$ cat config.mk
export PLATFORM = sky130hd
export DESIGN_NAME = spi_operand_rx
export DESIGN_NICKNAME = d
export VERILOG_FILES = /design/src/rtl/spi_exe_pkg.sv /design/src/rtl/spi_sync_edge.sv /design/src/rtl/spi_operand_rx.sv
export SDC_FILE = /design/constraint.sdc
export NUM_CORES = 1
export LEC_CHECK = 0
export ABC_CLOCK_PERIOD_IN_PS = 3500
export CAP_MARGIN = 25
export CELL_PAD_IN_SITES_DETAIL_PLACEMENT = 1
export CELL_PAD_IN_SITES_GLOBAL_PLACEMENT = 1
export CORE_ASPECT_RATIO = 2
export CORE_UTILIZATION = 35
export CTS_CLUSTER_DIAMETER = 60
export DETAILED_ROUTE_END_ITERATION = 8
export PLACE_DENSITY = 0.76
export SLEW_MARGIN = 20
export SYNTH_ARGS = -nofsm -noshare
export SYNTH_HDL_FRONTEND = slang
export SYNTH_SLANG_ARGS = --single-unit
$ cat constraint.sdc
create_clock -name i_clk -period 3.5 [get_ports i_clk]
set_clock_uncertainty 0.1 [all_clocks]
set_input_delay 0.875 -clock i_clk [delete_from_list [all_inputs] [get_ports i_clk]]
set_output_delay 0.875 -clock i_clk [all_outputs]
set_load 0.1 [all_outputs]
$ cat src/rtl/spi_exe_pkg.sv
// Shared types and constants for the SPI execution unit.
package spi_exe_pkg;

  // Operand width shared by the SPI receiver and the downstream adder.
  localparam int OPERAND_LEN = 4;

  // Depth of every input synchroniser chain.
  localparam int SYNC_STAGES = 2;

  typedef enum logic {
    IDLE  = 1'b0,
    SHIFT = 1'b1
  } rx_state_t;

endpackage

$ cat src/rtl/spi_sync_edge.sv
// Multi-flop synchroniser for one asynchronous input, with a delay register
// behind the last stage so rising/falling edges can be flagged for one cycle.
module spi_sync_edge
  import spi_exe_pkg::*;
(
  input  logic i_clk,
  input  logic i_rst,
  input  logic i_d,
  output logic o_level,
  output logic o_rise,
  output logic o_fall
);

  logic [SYNC_STAGES-1:0] sync_q, sync_d;
  logic                   dly_q, dly_d;

  // Next values of the synchroniser chain and the edge-detect delay stage.
  always_comb begin
    sync_d = {sync_q[SYNC_STAGES-2:0], i_d};
    dly_d  = sync_q[SYNC_STAGES-1];
  end

  // All stages clear to 0, so a line that idles high shows a rise after reset.
  always_ff @(posedge i_clk) begin
    if (i_rst) begin
      sync_q <= '0;
      dly_q  <= 1'b0;
    end else begin
      sync_q <= sync_d;
      dly_q  <= dly_d;
    end
  end

  assign o_level = sync_q[SYNC_STAGES-1];
  assign o_rise  = o_level & ~dly_q;
  assign o_fall  = ~o_level & dly_q;

endmodule

$ cat src/rtl/spi_operand_rx.sv
// Oversampling SPI mode-0 slave that deserialises one frame of two signed
// operands (A then B, MSB first) and hands them to the adder with a strobe.
//
// state | meaning
// ------+-------------------------------------------------------------
// IDLE  | waiting for cs_n to fall; sclk edges and cs_n rises ignored
// SHIFT | frame in progress; sclk rises shift mosi, cs_n rise ends it
module spi_operand_rx
  import spi_exe_pkg::*;
#(
  parameter int LEN = OPERAND_LEN
) (
  input  logic                  i_clk,
  input  logic                  i_rst,
  input  logic                  i_sclk,
  input  logic                  i_cs_n,
  input  logic                  i_mosi,
  output logic signed [LEN-1:0] o_a,
  output logic signed [LEN-1:0] o_b,
  output logic                  o_valid,
  output logic                  o_frame_err,
  output logic                  o_busy
);

  localparam int FRAME = 2 * LEN;
  localparam int CW    = $clog2(2 * LEN + 2);
  localparam logic [CW-1:0] CNT_FRAME = CW'(FRAME);
  localparam logic [CW-1:0] CNT_MAX   = CW'(FRAME + 1);

  logic sclk_rise, sclk_lvl_unused, sclk_fall_unused;
  logic cs_rise, cs_fall, cs_lvl_unused;
  logic mosi_lvl, mosi_rise_unused, mosi_fall_unused;

  spi_sync_edge u_sync_sclk (
    .i_clk   (i_clk),
    .i_rst   (i_rst),
    .i_d     (i_sclk),
    .o_level (sclk_lvl_unused),
    .o_rise  (sclk_rise),
    .o_fall  (sclk_fall_unused)
  );

  spi_sync_edge u_sync_cs (
    .i_clk   (i_clk),
    .i_rst   (i_rst),
    .i_d     (i_cs_n),
    .o_level (cs_lvl_unused),
    .o_rise  (cs_rise),
    .o_fall  (cs_fall)
  );

  // mosi shares the sclk synchroniser depth so the bit seen alongside a
  // detected sclk rise is the one that was on the wire at that rise.
  spi_sync_edge u_sync_mosi (
    .i_clk   (i_clk),
    .i_rst   (i_rst),
    .i_d     (i_mosi),
    .o_level (mosi_lvl),
    .o_rise  (mosi_rise_unused),
    .o_fall  (mosi_fall_unused)
  );

  rx_state_t             state_q, state_d;
  logic [CW-1:0]         cnt_q, cnt_d;
  logic [FRAME-1:0]      sr_q, sr_d;
  logic signed [LEN-1:0] a_q, a_d;
  logic signed [LEN-1:0] b_q, b_d;
  logic                  valid_q, valid_d;
  logic                  err_q, err_d;
  logic                  busy_q, busy_d;

  // Frame FSM next-state: a coincident sclk rise is shifted and counted before
  // the end-of-frame check, which therefore looks at the updated count.
  always_comb begin
    state_d = state_q;
    cnt_d   = cnt_q;
    sr_d    = sr_q;
    a_d     = a_q;
    b_d     = b_q;
    valid_d = 1'b0;
    err_d   = 1'b0;
    case (state_q)
      IDLE: begin
        if (cs_fall) begin
          sr_d    = '0;
          cnt_d   = '0;
          state_d = SHIFT;
        end
      end
      SHIFT: begin
        if (sclk_rise) begin
          sr_d = {sr_q[FRAME-2:0], mosi_lvl};
          if (cnt_q != CNT_MAX) begin
            cnt_d = cnt_q + CW'(1);
          end
        end
        if (cs_rise) begin
          if (cnt_d == CNT_FRAME) begin
            a_d     = sr_d[FRAME-1:LEN];
            b_d     = sr_d[LEN-1:0];
            valid_d = 1'b1;
          end else begin
            err_d = 1'b1;
          end
          state_d = IDLE;
        end
      end
      default: state_d = IDLE;
    endcase
    busy_d = (state_d == SHIFT);
  end

  // Single register bank for the FSM, datapath and all outputs.
  always_ff @(posedge i_clk) begin
    if (i_rst) begin
      state_q <= IDLE;
      cnt_q   <= '0;
      sr_q    <= '0;
      a_q     <= '0;
      b_q     <= '0;
      valid_q <= 1'b0;
      err_q   <= 1'b0;
      busy_q  <= 1'b0;
    end else begin
      state_q <= state_d;
      cnt_q   <= cnt_d;
      sr_q    <= sr_d;
      a_q     <= a_d;
      b_q     <= b_d;
      valid_q <= valid_d;
      err_q   <= err_d;
      busy_q  <= busy_d;
    end
  end

  assign o_a         = a_q;
  assign o_b         = b_q;
  assign o_valid     = valid_q;
  assign o_frame_err = err_q;
  assign o_busy      = busy_q;

endmodule
**Word level (Yosys, flattened, before mapping)**

Cells that the tools add are included.

- Flip-flop bits (word level): 31
- Bits in latches: 0
- Memory bits (writable): 0
- Bits in read-only memories: 0
- Input port bits: 5
- Memories kept: 0

- Add/sub/neg operators: 1
- Multiply operators: 0
- Divide/modulo/power cells: 0
- Order comparisons: 0
- Equality and inequality tests: 3
- Shift-type cells: 0
- Mux-type cells: 13
- Bitwise gates (word level): 8
- Reduce and logical (&&, ||, !) cells: 2

Operators by type and width:

| operator | count |
|---|---|
| 2-to-1 mux 4 bit | 4 |
| 2-to-1 mux 8 bit | 2 |
| case mux 8 bit (2 select lines) | 1 |
| case mux 4 bit (2 select lines) | 1 |
| NOT 1 bit | 5 |
| adder 4 x 1 -> 4 bit (second input constant) | 1 |
| equality test 4 bit (second input constant) | 1 |
| 2-to-1 mux 1 bit | 4 |
| != test 4 bit (second input constant) | 1 |
| bitwise AND 1 bit | 3 |
| AND reduction 3 bit | 1 |
| OR reduction 3 bit | 1 |
| != test 2 bit (second input constant) | 1 |
| case mux 1 bit (2 select lines) | 1 |

**Longest topological paths before layout**

- Depth in word-level cells: 6
- Depth in mapped cells: 8
- Mapped depth without buffers: 7

**Modules after synthesis**

From an unflattened synthesis, not the netlist that was laid out.

- Cells, all modules: 142
- Area total of the unflattened synthesis: 1362.6 um^2

By module, submodules not included:

| module | instances | cells an instance | area each (um^2) | seq. area each (um^2) |
|---|---|---|---|---|
| spi_operand_rx | 1 | 118 | 1088.5 | 460.4 |
| spi_sync_edge | 3 | 8 | 91.3 | 60.1 |

**Worst setup path before layout**

No wires, ideal clock.

- Kind: register to register
- From: register o_busy (netlist name)
- To: register a_q[0], in the netlist o_a[0]
- Arrival time: 2.002 ns
- Data required time: 3.320 ns
- Path slack: 1.318 ns
- Cell stages (with the launch flop): 5
- Period minus slack after synthesis: 2.182 ns
- Cells stage by stage: dfxtp_1 nand3b_1 nor2_2 a21oi_1 a211oi_2

RTL lines:

| what | line | source |
|---|---|---|
| end signal: assignment | spi_operand_rx.sv:119 | `a_q <= '0;` |
| end signal: assignment | spi_operand_rx.sv:128 | `a_q <= a_d;` |
| end: declaration | spi_operand_rx.sv:66 | `logic signed [LEN-1:0] a_q, a_d;` |

**Worst setup path after layout**

- From: register u_sync_sclk.sync_q[1]
- To: register b_q[0], in the netlist o_b[0]

- Word-level cells in the longest chain between the ends: 5
- Elaborated cells on any way between the ends: 6
- Classes of those cells: eq/ne (1); mux (3); bitwise (1); reduce/logical (1)

RTL lines:

| what | line | source |
|---|---|---|
| start: declaration | spi_sync_edge.sv:14 | `logic [SYNC_STAGES-1:0] sync_q, sync_d;` |
| start signal: assignment | spi_sync_edge.sv:29 | `sync_q <= sync_d;` |
| bitwise AND 1 bit (*) | spi_sync_edge.sv:35 | `assign o_rise = o_level & ~dly_q;` |
| 2-to-1 mux 4 bit | spi_operand_rx.sv:91 | `if (sclk_rise) begin` |
| 2-to-1 mux 4 bit | spi_operand_rx.sv:82 | `case (state_q)` |
| equality test 4 bit | spi_operand_rx.sv:98 | `if (cnt_d == CNT_FRAME) begin` |
| AND reduction 3 bit (no line) | n/a |  |
| end signal: assignment | spi_operand_rx.sv:120 | `b_q <= '0;` |
| end signal: assignment | spi_operand_rx.sv:129 | `b_q <= b_d;` |
| end: declaration | spi_operand_rx.sv:67 | `logic signed [LEN-1:0] b_q, b_d;` |

Mark *: on every way between the ends. The rest lies on a longest branch, timed or not. The select of a mux whose other input is x is not followed.
A chain may end at the register's enable or synchronous reset.

==> results <==
- From synthesis to final layout, the design area changed by 18.6%.
- At the placement stage, the worst setup path has a slack of 0.915 ns.
- The required time at the endpoint of the critical path is 3.53 ns.
- For this design the total switching power over the nets is 146 uW.
- The number of gates resized after CTS was 0.
- The detailed router placed 1,023 vias in this run.
- The area of the core is 3450 um2.
- The worst setup path is of the reg2reg kind.
- The count of unresolved DRC violations after routing is 0.
- The headroom to the max-slew limit is 0.523.
- The minimum clock period is 2.36 ns.
- On the critical path, the stage with the largest delay is an instance of sky130_fd_sc_hd__nor2b_1.
- The count of hold-fix buffers inserted at cts is 0.
- For this design, the sink count on the clock tree is 31.
- After the first detailed-routing iteration, the DRC count stood at 9.
- The H-tree depth is 2.
- In this run the mean area of a mapped cell was 9.38 um2.
- Setup violations remaining at the end of the flow were counted as 0.
- On the worst path, the slowest cell contributes a delay of 0.60 ns.
- 0 antenna diodes ended up in the layout.
- The data arrival time of the critical path is 2.39 ns.
- The number of global-route vias before repair is 1,086.
- The fill cell instance count of the final layout is 419.
- The cell area that synthesis handed to floorplanning was 1290 um2.
- The residual overflow from global routing is 0.
- Setup repair after global routing left no endpoint under its margin.
- The smallest setup slack after layout is 1.14 ns.
- For this run, the total global-route usage over all layers was measured as 0.168.
- By area the synthesized netlist is led by sky130_fd_sc_hd__dfxtp_1 48%, sky130_fd_sc_hd__a211oi_1 7.5%, sky130_fd_sc_hd__a21oi_1 5.4%.
- The number of port buffers is 15.
- Measured along the x axis, the die boundary spans 45.0 um.
- The count of final hold-check violations came to 0.
- The power density over the cells is 450 nW/um2.
- The total internal power is 545 uW.
- The minimum hold slack is 0.334 ns.
- In this run the remaining antenna-violating nets after routing total 0.
- The achievable clock frequency is 0.423 GHz.
- After detailed routing, the met3 layer carries 90 um of wire.
- The floorplan step defined a die boundary enclosing 3960 um2.
- The sequential fraction of design power is 0.522.
- At the end of the flow, the number of nets in the layout was 159.
- Of the total power, combinational logic draws 0.036.
- Of the post-synthesis cell area, the dominant cell type holds 0.479.
- In this run the critical register-to-register path is captured at o_b[0].
- The cell leakage power is 0.000562 uW.
- For the final routed database, the setup TNS stands at 0 ns.
- The clock passes through at most 2 buffers.
- The flop and latch count out of synthesis is 31.
- Once placement completed, the tool counted placed cells totaling 193.
- The later pin in the worst-skew pair is clocked with a latency of 0.28 ns.
- The clock power share is 0.442.
- For the worst flop-to-flop path, the logic depth is 5.
- The final-report max-slew violation count is 0.
- The count of synthesis-stage warnings from yosys is 0.
- The min-delay analysis places its worst path in the category reg2reg.
- The path with the worst hold slack has its endpoint at u_sync_sclk.sync_q[1].
- The I/O pin count is 16.
- The number of iterations in the first detailed-routing pass is 4.
- Once the clock tree was built, the setup fixing pass inserted 0 buffers.
- The y dimension of the die is 88.0 um.
- Of the total power, the share spent switching nets is 0.211.
- The half-perimeter wire length after detailed placement is 2020 um.
- Summed over all nets, wire length on met2 after detailed routing comes to 1490 um.
- The number of buffers created by CTS is 5.
- Walking the worst path, the cells encountered are nor2b_1, nand4b_1, a22oi_4, and2b_1, a211oi_1.
- The run finished with clean final reports.
- The tool flagged a number of max-cap violations equal to 0.
- STA classifies the critical path endpoint as a flip-flop.
- The post-synthesis cell count is 138.
- After detailed routing, the wire length on met1 is 1080 um.
- Along the worst hold path, the cell count comes to 1.
- The cell at the root of the clock tree is sky130_fd_sc_hd__clkbuf_8.
- In the finished design, the share of the clock period the worst path needs comes to 0.675.
- The kind of start point of the critical path is a flip-flop.
- IR analysis of the VDD net gives a maximum drop of 284 uV.
- Dividing the detail-routed wire length by the instance count gives 13.6 um.
- The largest net degree at the start of global routing is 32.
- The worst hold path begins at u_sync_sclk.sync_q[0].
- The number of nets handed over by synthesis was 145.
- The reg2reg setup slack is 1.14 ns.
- The initial antenna violation count was 0.
- The effective utilization at floorplan is 0.375.
- At the pin with the least slew margin, the transition time is 0.713 ns.
- Of all cell types, the one taking the most synthesized area is sky130_fd_sc_hd__dfxtp_1.
- Signal routing reaches up to met4.
- The largest fanout on the critical path is 12.
- The reg-to-reg startpoint is u_sync_sclk.sync_q[1].
- For this run, the number of standard cells in the final layout without fillers is 201.
- For this run, the register share of the synthesized area comes to 0.479.
- Row generation in the floorplan step produced 30 rows.
- After layout, the design draws a total of 691 uW.
- The weighted congestion reported at the end of routability-driven placement is 0.734.
- The layout cell share with drive strength beyond 1 is 0.163.
- The first global-routing pass estimated 4880 um of wire.
- In the routed layout, each cell is associated on average with a via count of 5.09.
- The TritonCTS clock tree is built.
- In this run, distinct cell masters in the synthesized netlist total 29.
- The routed design has 2730 um of wire.
- The clock transition time at the flip-flop clock pins of the worst setup and hold paths is 0.07 ns.
-- Yosys cell counts --
library cell,instances
sky130_fd_sc_hd__a211oi_1,13
sky130_fd_sc_hd__a211oi_2,2
sky130_fd_sc_hd__a21boi_0,1
sky130_fd_sc_hd__a21o_1,2
sky130_fd_sc_hd__a21oi_1,14
sky130_fd_sc_hd__a22oi_1,8
sky130_fd_sc_hd__a22oi_4,1
sky130_fd_sc_hd__a32oi_1,1
sky130_fd_sc_hd__and2_1,8
sky130_fd_sc_hd__and2b_1,1
sky130_fd_sc_hd__and3b_1,1
sky130_fd_sc_hd__buf_6,1
sky130_fd_sc_hd__clkbuf_1,7
sky130_fd_sc_hd__dfxtp_1,31
sky130_fd_sc_hd__ha_1,2
sky130_fd_sc_hd__inv_1,1
sky130_fd_sc_hd__mux2_2,1
sky130_fd_sc_hd__nand2_1,1
sky130_fd_sc_hd__nand2b_1,2
sky130_fd_sc_hd__nand3_1,1
sky130_fd_sc_hd__nand3b_1,3
sky130_fd_sc_hd__nand4b_1,1
sky130_fd_sc_hd__nor2_1,18
sky130_fd_sc_hd__nor2_2,1
sky130_fd_sc_hd__nor2b_1,10
sky130_fd_sc_hd__nor3_1,1
sky130_fd_sc_hd__o21ai_0,2
sky130_fd_sc_hd__o21ai_1,2
sky130_fd_sc_hd__or3_4,1
-- per-stage QoR --
stage | util | instance area [um2]
finish | 0.445 | 1540
global route | 0.445 | 1540
CTS | 0.446 | 1540
detailed placement | 0.417 | 1440
global placement | 0.417 | 1440
floorplan | - | 1290
-- state kept, by name, indices dropped and copies added (netlist names) --
signal and flops:
u_sync_mosi.sync_q 2, o_valid 1, cnt_q 4, o_a 4, sr_q 8, u_sync_cs.dly_q 1, o_frame_err 1, o_b 4
o_busy 1, u_sync_cs.sync_q 2, u_sync_sclk.dly_q 1, u_sync_sclk.sync_q 2
-- layout by cell type, fill, tap and decap left out, types with 2 or more instances in the layout --
cell type,netlist,final
sky130_fd_sc_hd__nand2b_1,2,2
sky130_fd_sc_hd__nor2_1,18,18
sky130_fd_sc_hd__ha_1,2,2
sky130_fd_sc_hd__a22oi_1,8,8
sky130_fd_sc_hd__o21ai_0,2,2
sky130_fd_sc_hd__a211oi_1,13,13
sky130_fd_sc_hd__and2_1,8,8
sky130_fd_sc_hd__nor2b_1,10,10
sky130_fd_sc_hd__buf_4,0,11
sky130_fd_sc_hd__a21o_1,2,2
sky130_fd_sc_hd__o21ai_1,2,2
sky130_fd_sc_hd__a211oi_2,2,2
sky130_fd_sc_hd__a21oi_1,14,14
sky130_fd_sc_hd__nand3b_1,3,3
sky130_fd_sc_hd__dfxtp_1,31,31
sky130_fd_sc_hd__clkbuf_8,0,7
sky130_fd_sc_hd__clkdlybuf4s50_1,0,3
-- critical path, delay by kind of cell (launching register included) --
| kind | cells | cell delay (ns) |
|---|---|---|
| and+or+nand+nor | 3 | 1.25 |
| AOI/OAI and AO/OA | 2 | 0.50 |
| DFF | 1 | 0.36 |
-- worst max-delay path by stage --
stage                          startpoint     endpoint
floorplan                          o_busy       o_a[0]
global placement                    i_rst  o_frame_err
detailed placement                  i_rst       o_b[0]
CTS                 u_sync_sclk.sync_q[1]       o_b[0]
global route        u_sync_sclk.sync_q[1]       o_b[0]
finish              u_sync_sclk.sync_q[1]       o_b[0]
-- metal layers --
metal	GRT usage	vias up
met5	0	-
met4	0.0826	0
met3	0.0433	6
met2	0.294	15
met1	0.178	484
li1	-	518
-- logic make-up after synthesis --
family	Yosys count	synth area share
AND/OR/NAND/NOR	49	0.210
AO/OA/AOI/OAI	46	0.251
multiplexers	1	0.00870
flip-flops	31	0.479
buffers and inverters	9	0.0319
adder cells (fa/ha/maj)	2	0.0193
-- power groups by stage --
stage,Combinational [uW],Sequential (uW),Clock (uW)
2_1_floorplan,15.7,369,0
3_3_place_gp,25.3,368,0
3_5_place_dp,26.1,368,0
4_1_cts,26.1,360,315
5_1_grt,27.9,360,333
6_report,25.1,360,305
-- final cells by class --
| cell class | count | area, um2 | area share |
|---|---|---|---|
| tap | 48 | 60.1 | 0.0391 |
| inverter | 1 | 3.75 | 0.00244 |
| multi-input combinational | 98 | 633 | 0.412 |
| timing repair buffer | 15 | 118 | 0.0766 |
| clock buffer | 8 | 100 | 0.0652 |
| sequential | 31 | 621 | 0.404 |
Power figures use the tool's default switching activity.
